--- config.mk ---
export PLATFORM = sky130hd
export DESIGN_NAME = fp_mac_sequencer
export DESIGN_NICKNAME = d
export VERILOG_FILES = /design/src/rtl/fp_mac_pkg.sv /design/src/rtl/fp_mac_sequencer.sv
export SDC_FILE = /design/constraint.sdc
export NUM_CORES = 1
export LEC_CHECK = 0
export CAP_MARGIN = 30
export CORE_MARGIN = 2
export CORE_UTILIZATION = 49
export CTS_CLUSTER_SIZE = 25
export DETAILED_ROUTE_END_ITERATION = 8
export PLACE_DENSITY = 0.9
export SYNTH_ARGS = -nofsm -noshare
export SYNTH_HDL_FRONTEND = slang
export SYNTH_SLANG_ARGS = --single-unit
--- constraint.sdc ---
create_clock -name clock -period 3.3 [get_ports clock]
set_clock_uncertainty 0.2 [all_clocks]
set_input_delay 0.66 -clock clock [delete_from_list [all_inputs] [get_ports clock]]
set_output_delay 0.66 -clock clock [all_outputs]
set_load 0.01 [all_outputs]
--- src/rtl/fp_mac_pkg.sv ---
// Shared definitions for the FP MAC datapath and its control sequencer.
// State encodings are kept here so the datapath stages and the sequencer
// agree on the meaning of each control phase.
package fp_mac_pkg;

    localparam int DEFAULT_LEN_W = 8;

    localparam logic [2:0] ST_IDLE   = 3'd0;
    localparam logic [2:0] ST_FETCH  = 3'd1;
    localparam logic [2:0] ST_ALIGN  = 3'd2;
    localparam logic [2:0] ST_ADD    = 3'd3;
    localparam logic [2:0] ST_NORM   = 3'd4;
    localparam logic [2:0] ST_RESULT = 3'd5;

    typedef enum logic [2:0] {
        IDLE   = ST_IDLE,
        FETCH  = ST_FETCH,
        ALIGN  = ST_ALIGN,
        ADD    = ST_ADD,
        NORM   = ST_NORM,
        RESULT = ST_RESULT
    } state_t;

endpackage

--- src/rtl/fp_mac_sequencer.sv ---
// Control FSM for the FP MAC datapath (multiply -> align/add -> normalize).
// One term is processed at a time: the next operand pair is not fetched
// until the previous term has written the accumulator in NORM, which
// removes the accumulator read-after-write hazard without forwarding.
module fp_mac_sequencer #(
    parameter int LEN_W    = fp_mac_pkg::DEFAULT_LEN_W,
    parameter int NORM_LAT = 1
) (
    input  logic             clock,
    input  logic             resetn,
    input  logic             start,
    input  logic [LEN_W-1:0] vec_len,
    input  logic             abort,
    input  logic             in_valid,
    output logic             in_ready,
    input  logic             nor_ov_sig,
    output logic             mul_en,
    output logic             align_en,
    output logic             add_en,
    output logic             acc_sel_zero,
    output logic             norm_en,
    output logic [LEN_W-1:0] term_idx,
    output logic             busy,
    output logic             out_valid,
    input  logic             out_ready,
    output logic             done,
    output logic             ovf_sticky
);

    import fp_mac_pkg::*;

    localparam int               CNT_W     = (NORM_LAT > 1) ? $clog2(NORM_LAT) : 1;
    localparam logic [CNT_W-1:0] NORM_LAST = CNT_W'(NORM_LAT - 1);

    state_t           state_q;
    state_t           state_d;
    logic [LEN_W-1:0] term_idx_q;
    logic [LEN_W-1:0] term_idx_d;
    logic [LEN_W-1:0] len_q;
    logic [LEN_W-1:0] len_d;
    logic [CNT_W-1:0] norm_cnt_q;
    logic [CNT_W-1:0] norm_cnt_d;
    logic             ovf_q;
    logic             ovf_d;

    // State and counter registers; reset discards any partial accumulation.
    always_ff @(posedge clock or negedge resetn) begin
        if (!resetn) begin
            state_q    <= IDLE;
            term_idx_q <= '0;
            len_q      <= '0;
            norm_cnt_q <= '0;
            ovf_q      <= 1'b0;
        end else begin
            state_q    <= state_d;
            term_idx_q <= term_idx_d;
            len_q      <= len_d;
            norm_cnt_q <= norm_cnt_d;
            ovf_q      <= ovf_d;
        end
    end

    // Next-state and counter update; abort overrides every other transition.
    always_comb begin
        state_d    = state_q;
        term_idx_d = term_idx_q;
        len_d      = len_q;
        norm_cnt_d = norm_cnt_q;
        ovf_d      = ovf_q;
        if (abort) begin
            state_d    = IDLE;
            term_idx_d = '0;
        end else begin
            case (state_q)
                IDLE: begin
                    if (start) begin
                        len_d      = vec_len;
                        ovf_d      = 1'b0;
                        term_idx_d = '0;
                        state_d    = (vec_len == '0) ? RESULT : FETCH;
                    end
                end
                FETCH: begin
                    if (in_valid) begin
                        state_d = ALIGN;
                    end
                end
                ALIGN: begin
                    state_d = ADD;
                end
                ADD: begin
                    state_d    = NORM;
                    norm_cnt_d = '0;
                end
                NORM: begin
                    if (norm_cnt_q == NORM_LAST) begin
                        ovf_d = ovf_q | nor_ov_sig;
                        if (term_idx_q == len_q - 1'b1) begin
                            state_d = RESULT;
                        end else begin
                            term_idx_d = term_idx_q + 1'b1;
                            state_d    = FETCH;
                        end
                    end else begin
                        norm_cnt_d = norm_cnt_q + 1'b1;
                    end
                end
                RESULT: begin
                    if (out_ready) begin
                        state_d    = IDLE;
                        term_idx_d = '0;
                    end
                end
                default: begin
                    state_d = IDLE;
                end
            endcase
        end
    end

    // Stage enables decoded from the registered state; only the FETCH handshake and done look at inputs.
    always_comb begin
        in_ready     = 1'b0;
        mul_en       = 1'b0;
        align_en     = 1'b0;
        add_en       = 1'b0;
        acc_sel_zero = 1'b0;
        norm_en      = 1'b0;
        out_valid    = 1'b0;
        done         = 1'b0;
        case (state_q)
            FETCH: begin
                in_ready = !abort;
                mul_en   = in_valid && !abort;
            end
            ALIGN: begin
                align_en = 1'b1;
            end
            ADD: begin
                add_en       = 1'b1;
                acc_sel_zero = (term_idx_q == '0);
            end
            NORM: begin
                norm_en = 1'b1;
            end
            RESULT: begin
                out_valid    = 1'b1;
                acc_sel_zero = (len_q == '0);
                done         = out_ready && !abort;
            end
            default: begin
                in_ready = 1'b0;
            end
        endcase
    end

    assign busy       = (state_q != IDLE);
    assign term_idx   = term_idx_q;
    assign ovf_sticky = ovf_q;

endmodule

==> run_results.csv <==
group,metric,value,unit
status,status,"finished, final reports clean",
cells_and_area,post-route-util,0.658,
setup_path,r2r_cells,8,
clocking,cts_hold_buf,0,
setup_path,cp.required,2.44,ns
timing,rsz0062_at_grt,"false",
min_path,hp-class,"reg2reg",
setup_path,start_kind,"register",
clocking,clockRootBuffer,"clkbuf_4",
synthesis,synth_flop_cell,"dfrtp_1",
timing,fmax,323,MHz
cells_and_area,fill_cells,223,
pwr,p_per_area,422,nW/um^2
timing,worst_slack,0.202,ns
synthesis,syn_inst,150,
placed_design,gp_congestion,0.887,
timing,slew_viol_final,0,
pwr,seq_power_share,0.453,
flow_run,max_cap_violations,0,
cells_and_area,drive_gt1_frac,0.148,
setup_path,cp-end-kind,"primary output",
synthesis,synth_fa_ha_area_frac,0.0266,
floorplan,coreArea,2730,sq um
placed_design,dpl-instance-area,1770,sq um
pwr,power,759,uW
grt,grt_usage,0.223,
detailed_routing,vias,1317,
detailed_routing,wl_per_cell,15.7,um
detailed_routing,drc,0,
setup_path,critical_path_class,"reg2out",
grt,grt_pass1_vias,1301,
pwr,comb_power_share,0.396,
timing,holdWs,0.351,ns
synthesis,synth_area,1410,sq um
clocking,htreeDepth,1,
detailed_routing,avgViaCountPerCell,6.15,
floorplan,num_io_pins,33,
clocking,cts_setup_buffers,0,
clocking,post_cts_resized,0,
floorplan,fp.dieH,57.6,um
setup_path,worst-path-max-fanout,4,
pwr,leakagePower,0.772,nW
timing,min_period_over_period,0.939,
placed_design,hpwl,2570,um
cells_and_area,syn_to_final_growth,27.7,%
clocking,clk_pin_slew,0.11,ns
setup_path,cp_data_arrival_time,2.24,ns
pwr,ir_drop,356,uV
synthesis,synthSimpleGateAreaFrac,0.265,
detailed_routing,wirelength,3360,um
floorplan,die_area,3320,sq um
floorplan,rows,19,
clocking,clock_latency,0.29,ns
placed_design,placed_cells,211,
synthesis,yosysSeqAreaShare,0.355,
pwr,switching_share,0.364,
grt,overflow,0,
grt,antenna_found_initial,0,
cells_and_area,stdcell_area,1800,sq um
pwr,switchingPower,277,uW
timing,min_period,3.10,ns
synthesis,synthXorXnorAreaFrac,0.0560,
placed_design,portBuffers,32,
cells_and_area,diodes,0,
timing,worstMarginPinSlew,0.899,ns
clocking,cts_tree,"yes",
timing,hold_viol_final,0,
pwr,clkPwrFrac,0.151,
detailed_routing,ant_nets,0,
synthesis,synth-compound-area-share,0.186,
clocking,numCtsBuffers,3,
synthesis,ys_types,44,
synthesis,synth_top_family_by_area,"simple AND/OR/NAND/NOR gates",
clocking,numClockSinks,20,
timing,slew_headroom,0.399,
grt,grt_pass1_wl,5880,um
floorplan,die_w,57.6,um
clocking,ctsLongestPathBuffers,2,
min_path,holdPathStages,2,
timing,setup_viol,0,
cells_and_area,stdcell_count,214,
grt,grt_max_degree,21,
detailed_routing,dr.pass1.iters,4,
synthesis,syn-mean-instance-area,9.39,sq um
synthesis,syn_nets,168,
synthesis,synth.area.mux_share,0.0790,
detailed_routing,drtIter0Drc,51,
placed_design,dp_slack,0.440,ns
timing,fin_setup_tns,0,ns
cells_and_area,layout.nets,203,
synthesis,ys_warn_count,0,
synthesis,postSynth.asyncResetShare,1.00,
synthesis,synth_seq_cells,20,
floorplan,initial_utilization,0.515,
pwr,intPower,482,uW
synthesis,synth_edf_count,0,
==> registers in the layout (all words and copies together) (netlist names) <==
name,cells
len_q,8
state_q,3
term_idx,8
ovf_sticky,1
==> critical path, cell delays in order (launching register included) <==
cell,delay (ns)
dfrtp_1,0.45
inv_1,0.08
ha_1,0.17
nor2b_2,0.22
nand3_1,0.10
o41ai_1,0.32
clkdlybuf4s50_1,0.61
==> cell usage in the layout, fill, tap and decap left out, types with 2 or more instances in the layout <==
cell type	count
nand2_1	7
and3_1	8
nand3_1	8
mux2_2	9
o22a_1	2
nor2b_2	2
nor2_1	11
or3_1	2
nor3_1	4
and2_1	2
o21ai_0	6
dfrtp_1	19
xor2_1	3
nor4_1	3
buf_4	3
a31oi_1	2
and3b_1	4
ha_1	3
or4_1	2
clkdlybuf4s50_1	32
clkbuf_4	3
a21oi_1	4
nor2b_1	4
a221o_1	4
nor3b_1	3
xnor2_1	6
inv_1	7
==> power groups by stage <==
stage          clock network [mW]  logic, mW  registers [mW]
2_1_floorplan                   0      0.215           0.331
3_3_place_gp                    0      0.280           0.344
3_5_place_dp                    0      0.295           0.348
4_1_cts                     0.116      0.299           0.342
5_1_grt                     0.123      0.333           0.353
6_report                    0.114      0.301           0.344
==> cell families (layout without fill, tap and decap cells) <==
| logic type | Yosys count | in the layout |
|---|---|---|
| adders and majority gates | 3 | 3 |
| AOI/OAI and AO/OA | 31 | 31 |
| buffers and inverters | 12 | 45 |
| and+or+nand+nor | 65 | 65 |
| DFF | 20 | 20 |
| xor gates and xnor gates | 9 | 9 |
| muxes | 10 | 10 |
==> synthesized netlist by cell type (3+ instances only) <==
| master | n | area [sq um] |
|---|---|---|
| ha_1 | 3 | 37.5 |
| dfrtp_1 | 20 | 500 |
| nor3b_1 | 3 | 22.5 |
| o21ai_0 | 6 | 30.0 |
| a21oi_1 | 4 | 20.0 |
| xor2_1 | 3 | 26.3 |
| and3b_1 | 4 | 35.0 |
| nand2_1 | 7 | 26.3 |
| and3_1 | 8 | 50.1 |
| nor3_1 | 4 | 20.0 |
| clkbuf_1 | 4 | 15.0 |
| nor2b_1 | 6 | 37.5 |
| xnor2_1 | 6 | 52.6 |
| a221o_1 | 4 | 40.0 |
| mux2_2 | 9 | 101 |
| nor2_1 | 11 | 41.3 |
| nor4_1 | 3 | 18.8 |
| inv_1 | 7 | 26.3 |
| nand3_1 | 8 | 40.0 |
==> routing by layer <==
metal	GRT usage	vias to the layer above	routed length, um
met5	0	-	0
met4	0.0764	0	29
met3	0.0335	6	165
met2	0.372	46	1680
met1	0.297	641	1490
li1	-	624	-
==> cell type report <==
cell class,count,area (sq um),share of cell area
Inverter,7,26.3,0.0146
Sequential cell,20,502,0.279
Timing Repair Buffer,35,343,0.191
Clock buffer,3,22.5,0.0125
Tap cell,31,38.8,0.0216
Multi-Input combinational cell,118,867,0.482
==> path summary, 6_finish.rpt <==
| kind | slack [ns] | to | startpoint |
|---|---|---|---|
| min in group asynchronous | 0.66 | len_q[6] | resetn |
| hold reg to reg | 0.35 | ovf_sticky | ovf_sticky |
| setup reg to reg | 0.85 | term_idx[7] | len_q[0] |
| hold / removal | 0.35 | ovf_sticky | ovf_sticky |
| setup / recovery | 0.20 | acc_sel_zero | len_q[0] |
| max in group asynchronous | 1.64 | state_q[1] | resetn |
Note: power is estimated with default switching activity, not from simulation.
